## src/rtl/regfile_wb_arbiter.sv

```systemverilog
// Register-file write-port arbiter: zeroes the register file after reset, then merges
// pipeline writebacks with buffered long-latency (mul/div) results through a small FIFO.
module regfile_wb_arbiter #(
    parameter int DATA_WIDTH = 32,
    parameter int ADDR_WIDTH = 5,
    parameter int FIFO_DEPTH = 2
) (
    input  logic                     clk,
    input  logic                     rst,
    input  logic                     wb_we,
    input  logic [ADDR_WIDTH-1:0]    wb_rd,
    input  logic [DATA_WIDTH-1:0]    wb_data,
    input  logic                     mdu_valid,
    output logic                     mdu_ready,
    input  logic [ADDR_WIDTH-1:0]    mdu_rd,
    input  logic [DATA_WIDTH-1:0]    mdu_data,
    output logic                     we3,
    output logic [ADDR_WIDTH-1:0]    ad3,
    output logic [DATA_WIDTH-1:0]    wd3,
    output logic                     busy,
    output logic [2**ADDR_WIDTH-1:0] pending
);

    localparam int NUM_REGS = 2 ** ADDR_WIDTH;
    localparam int PTR_W    = $clog2(FIFO_DEPTH);
    localparam int CNT_W    = $clog2(FIFO_DEPTH + 1);
    localparam logic [ADDR_WIDTH-1:0] LAST_REG = ADDR_WIDTH'(NUM_REGS - 1);
    localparam logic [CNT_W-1:0]      FULL_CNT = CNT_W'(FIFO_DEPTH);

    typedef enum logic {
        INIT,
        RUN
    } state_t;

    state_t                  state, state_next;
    logic [ADDR_WIDTH-1:0]   counter, counter_next;
    logic [ADDR_WIDTH-1:0]   fifo_rd   [FIFO_DEPTH];
    logic [DATA_WIDTH-1:0]   fifo_data [FIFO_DEPTH];
    logic [PTR_W-1:0]        head, tail;
    logic [CNT_W-1:0]        count;
    logic                    fifo_empty;
    logic                    wb_hit;
    logic                    push;
    logic                    pop;

    assign fifo_empty = (count == '0);
    assign wb_hit     = wb_we && (wb_rd != '0);

    always_comb begin
        state_next   = state;
        counter_next = counter;
        busy         = 1'b1;
        mdu_ready    = 1'b0;
        case (state)
            INIT: begin
                if (counter == LAST_REG)
                    state_next = RUN;
                else
                    counter_next = counter + ADDR_WIDTH'(1);
            end
            RUN: begin
                busy      = 1'b0;
                mdu_ready = (count < FULL_CNT);
            end
            default: state_next = INIT;
        endcase
        if (rst) begin
            busy      = 1'b1;
            mdu_ready = 1'b0;
        end
    end

    // Results for x0 complete the handshake but are dropped instead of occupying a slot.
    assign push = mdu_valid && mdu_ready && (mdu_rd != '0);

    always_comb begin
        we3 = 1'b0;
        ad3 = '0;
        wd3 = '0;
        pop = 1'b0;
        if (!rst) begin
            if (state == INIT) begin
                we3 = 1'b1;
                ad3 = counter;
            end else if (wb_hit) begin
                we3 = 1'b1;
                ad3 = wb_rd;
                wd3 = wb_data;
            end else if (!fifo_empty) begin
                we3 = 1'b1;
                ad3 = fifo_rd[head];
                wd3 = fifo_data[head];
                pop = 1'b1;
            end
        end
    end

    // Scan only the occupied slots, walking forward from the head.
    always_comb begin
        pending = '0;
        for (int i = 0; i < FIFO_DEPTH; i++) begin
            if (CNT_W'(i) < count)
                pending[fifo_rd[head + PTR_W'(i)]] = 1'b1;
        end
        pending[0] = 1'b0;
        if (rst)
            pending = '0;
    end

    always_ff @(posedge clk) begin
        if (rst) begin
            state   <= INIT;
            counter <= ADDR_WIDTH'(1);
            head    <= '0;
            tail    <= '0;
            count   <= '0;
        end else begin
            state   <= state_next;
            counter <= counter_next;
            if (push)
                tail <= tail + PTR_W'(1);
            if (pop)
                head <= head + PTR_W'(1);
            if (push && !pop)
                count <= count + CNT_W'(1);
            else if (pop && !push)
                count <= count - CNT_W'(1);
        end
    end

    always_ff @(posedge clk) begin
        if (push) begin
            fifo_rd[tail]   <= mdu_rd;
            fifo_data[tail] <= mdu_data;
        end
    end

endmodule

```

## config.mk

```make
export PLATFORM = sky130hd
export DESIGN_NAME = regfile_wb_arbiter
export DESIGN_NICKNAME = d
export VERILOG_FILES = /design/src/rtl/regfile_wb_arbiter.sv
export SDC_FILE = /design/constraint.sdc
export NUM_CORES = 1
export LEC_CHECK = 0
export CAP_MARGIN = 40
export CORE_UTILIZATION = 40
export CTS_CLUSTER_DIAMETER = 50
export DETAILED_ROUTE_END_ITERATION = 12
export GPL_TIMING_DRIVEN = 0
export PLACE_DENSITY = 0.74
export SYNTH_ARGS = -nofsm -noshare
export SYNTH_HDL_FRONTEND = slang
export SYNTH_SLANG_ARGS = --single-unit
```

## constraint.sdc

```tcl
create_clock -name clk -period 2.9 [get_ports clk]
set_clock_uncertainty 0.1 [all_clocks]
set_input_delay 0.29 -clock clk [delete_from_list [all_inputs] [get_ports clk]]
set_output_delay 0.29 -clock clk [all_outputs]
set_load 0.05 [all_outputs]
```

==> impl_metrics.env, run 1 <==
export IMPL_finalHoldViolations=0
export IMPL_worstSetupEndpointType="output pin"
export IMPL_gp_congestion=0.902
export IMPL_vias_per_cell=5.62
export IMPL_fp_dieW_um=109
export IMPL_utilization_pct=58.3
export IMPL_cp_data_required_time_ns=2.51
export IMPL_clock_sinks=85
export IMPL_ys_types=49
export IMPL_min_period_ns=2.81
export IMPL_nets=586
export IMPL_synth_edf_count=74
export IMPL_postRouteAntennaNets=0
export IMPL_drc=0
export IMPL_worst_pin_slew_ns=0.652
export IMPL_drive_gt1_share_pct=25.3
export IMPL_start_util_pct=41.6
export IMPL_clkTransAtPathRegs_ns=0.06
export IMPL_ys_seq_area_share_pct=53.7
export IMPL_grt_remaining_overflow=0
export IMPL_setup_worst_path_start_class="register"
export IMPL_port_buffers=148
export IMPL_vdd_ir_drop_max_mv=0.333
export IMPL_min_from="counter[3]$_SDFFE_PP0P_"
export IMPL_antenna_found_initial=0
export IMPL_dp_cells=632
export IMPL_dr_pass1_iters=5
export IMPL_fin_cells=645
export IMPL_drv_slew=0
export IMPL_crit_chain="buf_2 -> mux2_2 -> or3_1 -> o22ai_1 -> clkdlybuf4s15_1"
export IMPL_maxCapViolCount=0
export IMPL_final_common_cell="clkdlybuf4s50_1"
export IMPL_finalPower_w=0.00249
export IMPL_final_cell_mix="clkdlybuf4s50_1, edfxtp_1, mux2i_1, o22ai_1, o2bb2ai_2"
export IMPL_cp_slowest_cell="clkdlybuf4s15_1"
export IMPL_timing_final_crit_share_pct=96.9
export IMPL_reg2reg_to="count[1]$_SDFFE_PP0P_"
export IMPL_crit_arrival_ns=2.42
export IMPL_hold_path_end="counter[3]$_SDFFE_PP0P_"
export IMPL_drt_total_wl_mm=11.2
export IMPL_wl_per_cell_um=17.4
export IMPL_antenna_cells=0
export IMPL_r2r_slack_ns=0.39
export IMPL_ys_ff_latch=85
export IMPL_syn_to_final_growth_pct=40.4
export IMPL_die_height_um=109
export IMPL_cts_root_buf="clkbuf_16"
export IMPL_async_flop_share_pct=0
export IMPL_ios=150
export IMPL_setup_viol=0
export IMPL_post_cts_buffers=0
export IMPL_rsz0062_at_grt="yes"
export IMPL_crit_fanout=10
export IMPL_synth_nets=424
export IMPL_grt_max_degree=21
export IMPL_yosysWarnings=0
export IMPL_hold_depth=2
export IMPL_status="completed"
export IMPL_post_dp_hpwl_mm=8.39
export IMPL_r2r_cells=9
export IMPL_cts_buffers=9
export IMPL_die_area_um2=11800
export IMPL_rows=38
export IMPL_max_stage_delay_ns=0.53
export IMPL_hp_class="register to register"
export IMPL_maxSlewHeadroom_pct=56.4
export IMPL_cts_tree="yes"
export IMPL_p_per_area_nw_per_um2=391
export IMPL_power_leakage_nw=2.23
export IMPL_synthFlopType="edfxtp_1"
export IMPL_h_tree_depth=3
export IMPL_synthesis_area_um2=4540
export IMPL_crit_type="register to output pin"
export IMPL_postSynthCellCount=341
export IMPL_clkLatencyLatePin_ns=0.33
export IMPL_grt_pass1_wl_mm=17.5
export IMPL_core_um2=10900
export IMPL_syn_area_per_cell_um2=13.3
export IMPL_drt_iter0_drc=215
export IMPL_max_freq_ghz=0.356
export IMPL_grt_pass1_vias=3584
export IMPL_cts_path_max_buffers=2
export IMPL_grt_usage_pct=19.6
export IMPL_r2r_start="count[0]$_SDFFE_PP0P_"
export IMPL_via_count=3622
layout make-up:
| type | count | area, um2 |
|---|---|---|
| Fill cell | 922 | 4560 |
| Sequential cell | 85 | 2440 |
| Multi-Input combinational cell | 227 | 1980 |
| Timing Repair Buffer | 151 | 1370 |
| Clock buffer | 10 | 229 |
| Tap cell | 140 | 175 |
| Buffer | 25 | 151 |
| Clock inverter | 3 | 16.3 |
| Inverter | 4 | 15.0 |
repair_timing:
item,in CTS,in global routing
resized for setup,199,101
setup endpoints to repair,66,61
pin swaps,0,0
hold buffers,0,0
logic make-up after synthesis:
kind of cell    after synthesis  share of synthesized area, %
fa+ha+maj                     5                          1.38
simple gates                 69                          9.91
buf+inv                      29                          3.63
mux                          47                          10.5
other cells                   1                        0.0825
compound gates              101                          20.0
xor+xnor                      4                         0.771
flops                        85                          53.7
layer usage:
layer	vias up	routed length (um)	track usage (%)
met3	15	989	6.51
li1	1712	-	-
met1	1714	4510	23.1
met5	-	0	0
met4	0	151	6.85
met2	181	5590	33.3
report_power, final:
| part | switching [W] | total [W] | internal (W) |
|---|---|---|---|
| registers | 0.00000640 | 0.00134 | 0.00133 |
| clock network | 0.000411 | 0.000971 | 0.000560 |
| logic | 0.0000686 | 0.000184 | 0.000116 |
critical path, delay by kind of cell, from the launching register on:
family / cells / cell delay (ns)
AOI/OAI and AO/OA: 1 / 0.16
buffers and inverters: 2 / 0.77
DFF: 1 / 0.36
muxes: 1 / 0.40
and+or+nand+nor: 1 / 0.41
cell usage after synthesis (4+ instances only):
cell type / number / area share (%)
nand3_1: 9 / 0.99
a211oi_1: 5 / 0.83
buf_6: 5 / 1.2
clkbuf_1: 9 / 0.74
nand4b_1: 4 / 0.77
mux2_2: 4 / 0.99
o21ai_1: 4 / 0.44
nor4b_1: 4 / 0.77
a21o_1: 4 / 0.66
o21bai_1: 4 / 0.66
o2bb2ai_2: 28 / 9.3
a21boi_1: 4 / 0.66
o2bb2ai_1: 4 / 0.77
o22ai_1: 31 / 4.3
a21oi_1: 4 / 0.44
buf_2: 9 / 0.99
nor2_1: 13 / 1.1
dfxtp_1: 11 / 4.8
or3_1: 4 / 0.55
edfxtp_1: 74 / 49
inv_1: 4 / 0.33
mux2i_1: 43 / 9.5
a21boi_0: 4 / 0.66
nor3b_1: 5 / 0.83
nand2b_1: 4 / 0.55
ha_1: 5 / 1.4
state kept, by name (all words and copies together) (netlist names), named ones only:
register and cells:
tail 1, fifo_data 64, count 2, state 1, counter 5, fifo_rd 10, head 1
through the flow:
| step | TNS (ns) | setup WS (ns) | area [um2] | hold WS (ns) |
|---|---|---|---|---|
| after floorplan | 0 | 0.203 | 4560 | 0.289 |
| after global placement | -24.76 | -0.855 | 6210 | 0.378 |
| after detailed placement | -10.34 | -0.377 | 6270 | 0.395 |
| after CTS | 0 | 0.000403 | 6370 | 0.403 |
| after global routing | -0.0139 | -0.0139 | 6380 | 0.435 |
| final | 0 | 0.0913 | 6380 | 0.416 |
worst max path at each step:
stage | from | endpoint | slack (ns)
2_1_floorplan | state$_SDFF_PP0_ | fifo_data[1][0]$_DFFE_PP_ | 0.20
3_3_place_gp | rst | wd3[17] | -0.86
3_5_place_dp | rst | wd3[24] | -0.38
4_1_cts | count[1]$_SDFFE_PP0P_ | wd3[17] | 0.0004
5_1_grt | fifo_rd[1][4]$_DFFE_PP_ | pending[10] | -0.01
6_report | register | pending[20] | 0.09
(Power assumes the default switching activity.)
==> run 2, diff against run 1 <==
--- a/config.mk
+++ b/config.mk
@@ -6,6 +6,7 @@
 export NUM_CORES = 1
 export LEC_CHECK = 0
 export CAP_MARGIN = 40
+export CORE_MARGIN = 1.5
 export CORE_UTILIZATION = 40
 export CTS_CLUSTER_DIAMETER = 50
 export DETAILED_ROUTE_END_ITERATION = 12
==> run 2 against run 1 <==
Effect of this change: die area increased by 1.9%; clock power hardly changed; critical path depth increased by 3; cell count is 0.47% higher; non-clock buffer count unchanged; worst setup slack worse by 0.0077 ns; global-route usage shrank 0.22 points; flip-flop and latch count did not move; power increased by 1.3%; via count decreased by 1.4%.
==> impl_metrics.env, run 2 (synthesis gave the netlist of run 1 again) <==
export IMPL_maxSlewHeadroom_pct=60.4
export IMPL_reg2reg_to="count[1]$_SDFFE_PP0P_"
export IMPL_drt_iter0_drc=254
export IMPL_largest_reg_flops=64
export IMPL_min_period_ns=2.82
export IMPL_post_cts_buffers=0
export IMPL_status="completed"
export IMPL_fin_area_um2=6360
export IMPL_rows=38
export IMPL_dr_pass1_iters=5
export IMPL_cts_path_max_buffers=2
export IMPL_final_common_cell="clkdlybuf4s50_1"
export IMPL_timing_final_crit_share_pct=97.1
export IMPL_final_cell_mix="clkdlybuf4s50_1, edfxtp_1, mux2i_1, o22ai_1, o2bb2ai_2"
export IMPL_grt_pass1_vias=3635
export IMPL_die_height_um=110
export IMPL_crit_arrival_ns=2.43
export IMPL_postRouteAntennaNets=0
export IMPL_min_from="counter[3]$_SDFFE_PP0P_"
export IMPL_grt_remaining_overflow=0
export IMPL_syn_to_final_growth_pct=40.0
export IMPL_cts_root_buf="clkbuf_16"
export IMPL_clkLatencyLatePin_ns=0.33
export IMPL_gp_congestion=0.917
export IMPL_post_dp_hpwl_mm=8.66
export IMPL_ios=150
export IMPL_crit_fanout=10
export IMPL_antenna_found_initial=0
export IMPL_drt_total_wl_mm=11.5
export IMPL_rsz0062_at_grt="no"
export IMPL_largest_register="fifo_data"
export IMPL_multiInputGateArea_um2=1980
export IMPL_h_tree_depth=3
export IMPL_place_area_um2=6270
export IMPL_nFillCells=937
export IMPL_hp_class="register to register"
export IMPL_ff_latch_area_um2=2440
export IMPL_r2r_start="count[0]$_SDFFE_PP0P_"
export IMPL_antenna_cells=0
export IMPL_hold_path_end="counter[3]$_SDFFE_PP0P_"
export IMPL_clkTransAtPathRegs_ns=0.06
export IMPL_r2r_slack_ns=0.36
export IMPL_vdd_ir_drop_max_mv=0.287
export IMPL_drive_gt1_share_pct=26.2
export IMPL_finalPower_w=0.00253
export IMPL_power_leakage_nw=2.22
export IMPL_cts_tree="yes"
export IMPL_setup_worst_path_start_class="register"
export IMPL_p_per_area_nw_per_um2=397
export IMPL_finalHoldViolations=0
export IMPL_nets=586
export IMPL_drc=0
export IMPL_ctsHoldBuffers=0
export IMPL_cts_buffers=9
export IMPL_grt_pass1_wl_mm=17.7
export IMPL_hold_depth=2
export IMPL_drv_slew=0
export IMPL_r2r_cells=9
export IMPL_wl_per_cell_um=17.8
export IMPL_core_um2=10900
export IMPL_cp_data_required_time_ns=2.51
export IMPL_clock_sinks=85
export IMPL_grt_usage_pct=19.4
export IMPL_reg_top3="fifo_data x64, fifo_rd x10, counter x5"
export IMPL_worst_pin_slew_ns=0.591
export IMPL_fp_dieW_um=110
export IMPL_max_freq_ghz=0.355
export IMPL_worstSetupEndpointType="output pin"
export IMPL_crit_type="register to output pin"
export IMPL_grt_max_degree=23
export IMPL_maxCapViolCount=0
export IMPL_die_area_um2=12000
export IMPL_start_util_pct=41.6
export IMPL_vias_per_cell=5.51
export IMPL_setup_viol=0
export IMPL_via_count=3570
export IMPL_port_buffers=148
## run 2: timing repair
action | CTS | global route
cloned | 0 | 0
pin swaps | 0 | 0
gates resized for setup | 211 | 93
endpoints found under the setup margin | 67 | 64
hold endpoints to repair | 0 | 0
## run 2: how the worst max path moves through the flow
stage	startpoint	end	depth (start not counted)
after floorplan	state$_SDFF_PP0_	fifo_data[1][0]$_DFFE_PP_	5
after global placement	rst	wd3[24]	7
after detailed placement	rst	wd3[13]	8
after CTS	count[1]$_SDFFE_PP0P_	wd3[29]	8
after global routing	fifo_rd[1][3]$_DFFE_PP_	pending[26]	5
final	count[0]$_SDFFE_PP0P_	wd3[8]	8
## run 2: final cells by class
class,count,share of cell area [%]
Sequential cell,85,38.4
Tap cell,140,2.75
Multi-Input combinational cell,227,31.2
Buffer,25,2.38
Timing Repair Buffer,151,20.9
Inverter,4,0.236
Clock inverter,5,0.433
Clock buffer,11,3.66
## run 2: critical path: stages, from the launching register on
cell and delay, ns:
dfxtp_1 0.38, inv_1 0.06, ha_2 0.23, or4b_1 0.54, o21a_1 0.20, buf_6 0.16
buf_6 0.17, o2bb2ai_2 0.13, clkbuf_4 0.23
## run 2: power breakdown
group / switching [W] / internal, W / total (W)
Sequential: 0.00000635 / 0.00133 / 0.00134
Clock: 0.000429 / 0.000572 / 0.00100
Combinational: 0.0000699 / 0.000116 / 0.000186
## run 2: metal layers
layer  GRT usage, %  wire length (um)  up-vias
met1           22.6              4620     1680
met3           4.98               918       17
li1               -                 -     1715
met2           33.0              5720      158
met5              0                 0        -
met4           9.74               275        0
## run 2: per-stage QoR
step | TNS [ns] | util [%] | hold slack, ns | setup WS, ns | instances
6_report | 0 | 58.2 | 0.409 | 0.0836 | 648
5_1_grt | 0 | 58.2 | 0.427 | 0.00143 | 648
3_3_place_gp | -27.39 | 56.8 | 0.380 | -0.944 | 629
4_1_cts | 0 | 58.6 | 0.396 | 0.000207 | 648
2_1_floorplan | 0 | - | 0.289 | 0.203 | 341
3_5_place_dp | -14.86 | 57.4 | 0.385 | -0.567 | 632
==> run 3, diff against run 2 <==
--- a/config.mk
+++ b/config.mk
@@ -11,7 +11,9 @@
 export CTS_CLUSTER_DIAMETER = 50
 export DETAILED_ROUTE_END_ITERATION = 12
 export GPL_TIMING_DRIVEN = 0
+export MAX_ROUTING_LAYER = met4
 export PLACE_DENSITY = 0.74
+export SLEW_MARGIN = 20
 export SYNTH_ARGS = -nofsm -noshare
 export SYNTH_HDL_FRONTEND = slang
 export SYNTH_SLANG_ARGS = --single-unit
==> run 3 against run 2 <==
Effect of this change: die area unchanged; fmax up 1.0%; non-clock buffer count fell by 1; utilization rose by 0.41 points; count of clock-buffer cells in the layout is 1 higher; worst setup slack better by 0.029 ns; cell count decreased by 0.15%; critical endpoint is now pending[29].
==> impl_metrics.env, run 3 (synthesis gave the netlist of run 1 again) <==
export IMPL_antenna_cells=0
export IMPL_cts_tree="yes"
export IMPL_utilization_pct=58.6
export IMPL_status="completed"
export IMPL_grt_remaining_overflow=0
export IMPL_grt_pass1_vias=3559
export IMPL_worst_pin_slew_ns=0.603
export IMPL_cts_buffers=9
export IMPL_min_period_ns=2.79
export IMPL_grt_max_degree=26
export IMPL_cts_root_buf="clkbuf_16"
export IMPL_rows=38
export IMPL_highest_layer="met4"
export IMPL_setup_worst_path_start_class="register"
export IMPL_vdd_ir_drop_max_mv=0.285
export IMPL_power_leakage_nw=2.24
export IMPL_wl_per_cell_um=17.9
export IMPL_post_cts_buffers=0
export IMPL_cp_slowest_cell="dlygate4sd2_1"
export IMPL_gp_congestion=0.916
export IMPL_via_count=3605
export IMPL_drt_total_wl_mm=11.6
export IMPL_reg_top3="fifo_data x64, fifo_rd x10, counter x5"
export IMPL_crit_chain="clkbuf_1 -> mux2i_2 -> or3_1 -> o22ai_1 -> dlygate4sd2_1"
export IMPL_drive_gt1_share_pct=25.8
export IMPL_fin_area_um2=6410
export IMPL_ctsHoldBuffers=0
export IMPL_clock_sinks=85
export IMPL_port_buffers=148
export IMPL_nets=585
export IMPL_maxCapViolCount=0
export IMPL_nFillCells=929
export IMPL_drc=0
export IMPL_fp_dieW_um=110
export IMPL_grt_pass1_wl_mm=17.6
export IMPL_max_freq_ghz=0.359
export IMPL_h_tree_depth=3
export IMPL_ios=150
export IMPL_maxSlewHeadroom_pct=59.7
export IMPL_wl_met3_um=747
export IMPL_largest_reg_flops=64
export IMPL_dr_pass1_iters=4
export IMPL_crit_type="register to output pin"
export IMPL_worstSetupEndpointType="output pin"
export IMPL_timing_final_crit_share_pct=96.1
export IMPL_crit_fanout=10
export IMPL_die_height_um=110
export IMPL_crit_arrival_ns=2.40
export IMPL_drv_slew=0
export IMPL_cts_path_max_buffers=2
export IMPL_core_um2=10900
export IMPL_antenna_found_initial=0
export IMPL_place_area_um2=6270
export IMPL_largest_register="fifo_data"
export IMPL_max_stage_delay_ns=0.55
export IMPL_finalHoldViolations=0
export IMPL_syn_to_final_growth_pct=41.0
export IMPL_fin_cells=647
export IMPL_grt_usage_pct=19.8
export IMPL_postRouteAntennaNets=0
export IMPL_setup_viol=0
export IMPL_final_cell_mix="clkdlybuf4s50_1, edfxtp_1, mux2i_1, o22ai_1"
export IMPL_cp_data_required_time_ns=2.51
export IMPL_drt_met1_wl_mm=4.75
export IMPL_clkTransAtPathRegs_ns=0.06
export IMPL_start_util_pct=41.6
export IMPL_die_area_um2=12000
export IMPL_wl_met2_mm=5.84
export IMPL_final_common_cell="clkdlybuf4s50_1"
export IMPL_drt_iter0_drc=237
export IMPL_dp_cells=631
export IMPL_hp_class="register to register"
export IMPL_clkLatencyLatePin_ns=0.33
export IMPL_vias_per_cell=5.57
export IMPL_post_dp_hpwl_mm=8.72
export IMPL_p_per_area_nw_per_um2=408
## run 3: cell type report
cell class	count	area (um2)	area share, %
multi-input combinational	227	1990	31.1
timing repair buffer	150	1350	21.0
sequential	85	2440	38.1
inverter	4	15.0	0.234
clock inverter	4	48.8	0.762
buffer	25	151	2.36
tap	140	175	2.73
clock buffer	12	236	3.69
## run 3: through the flow
| stage | hold WS, ns | setup WS, ns | total power, W | setup TNS (ns) |
|---|---|---|---|---|
| 6_report | 0.420 | 0.112 | 0.00261 | 0 |
| 5_1_grt | 0.431 | -0.0117 | 0.00270 | -0.0159 |
| 3_3_place_gp | 0.379 | -0.941 | 0.00154 | -27.29 |
| 2_1_floorplan | 0.289 | 0.203 | 0.00141 | 0 |
| 3_5_place_dp | 0.406 | -0.487 | 0.00155 | -13.37 |
| 4_1_cts | 0.418 | 0.00548 | 0.00263 | 0 |
## run 3: path summary, 6_finish.rpt
kind	slack, ns	cells after the start	to	startpoint
setup / recovery	0.11	5	pending[29]	fifo_rd[0][3]$_DFFE_PP_
hold / removal	0.42	1	tail$_SDFFE_PP0P_	tail$_SDFFE_PP0P_
hold reg to reg	0.42	1	tail$_SDFFE_PP0P_	tail$_SDFFE_PP0P_
setup reg to reg	0.38	9	count[1]$_SDFFE_PP0P_	count[0]$_SDFFE_PP0P_
## run 3: power by group
group          leakage (nW)  total (W)  internal (W)  switching, W
logic                  1.34   0.000186      0.000115     0.0000702
registers             0.755    0.00134       0.00133    0.00000705
clock network         0.141    0.00109      0.000666      0.000420
## run 3: timing repair
item	CTS	global route
resized for setup	224	61
pin swaps	0	0
endpoints found under the setup margin	67	65
## run 3: routing by layer
layer / up-vias / GRT usage (%)
li1: 1707 / -
met1: 1721 / 22.9
met2: 159 / 33.5
met3: 18 / 3.91
met4: 0 / 8.44
met5: - / -
## run 3: worst max-delay path, delay by kind of cell, from the launching register on
kind	cells	cell delay [ns]
AOI/OAI and AO/OA	1	0.19
muxes	1	0.21
DFF	1	0.32
buffers and inverters	2	0.91
and+or+nand+nor	1	0.44
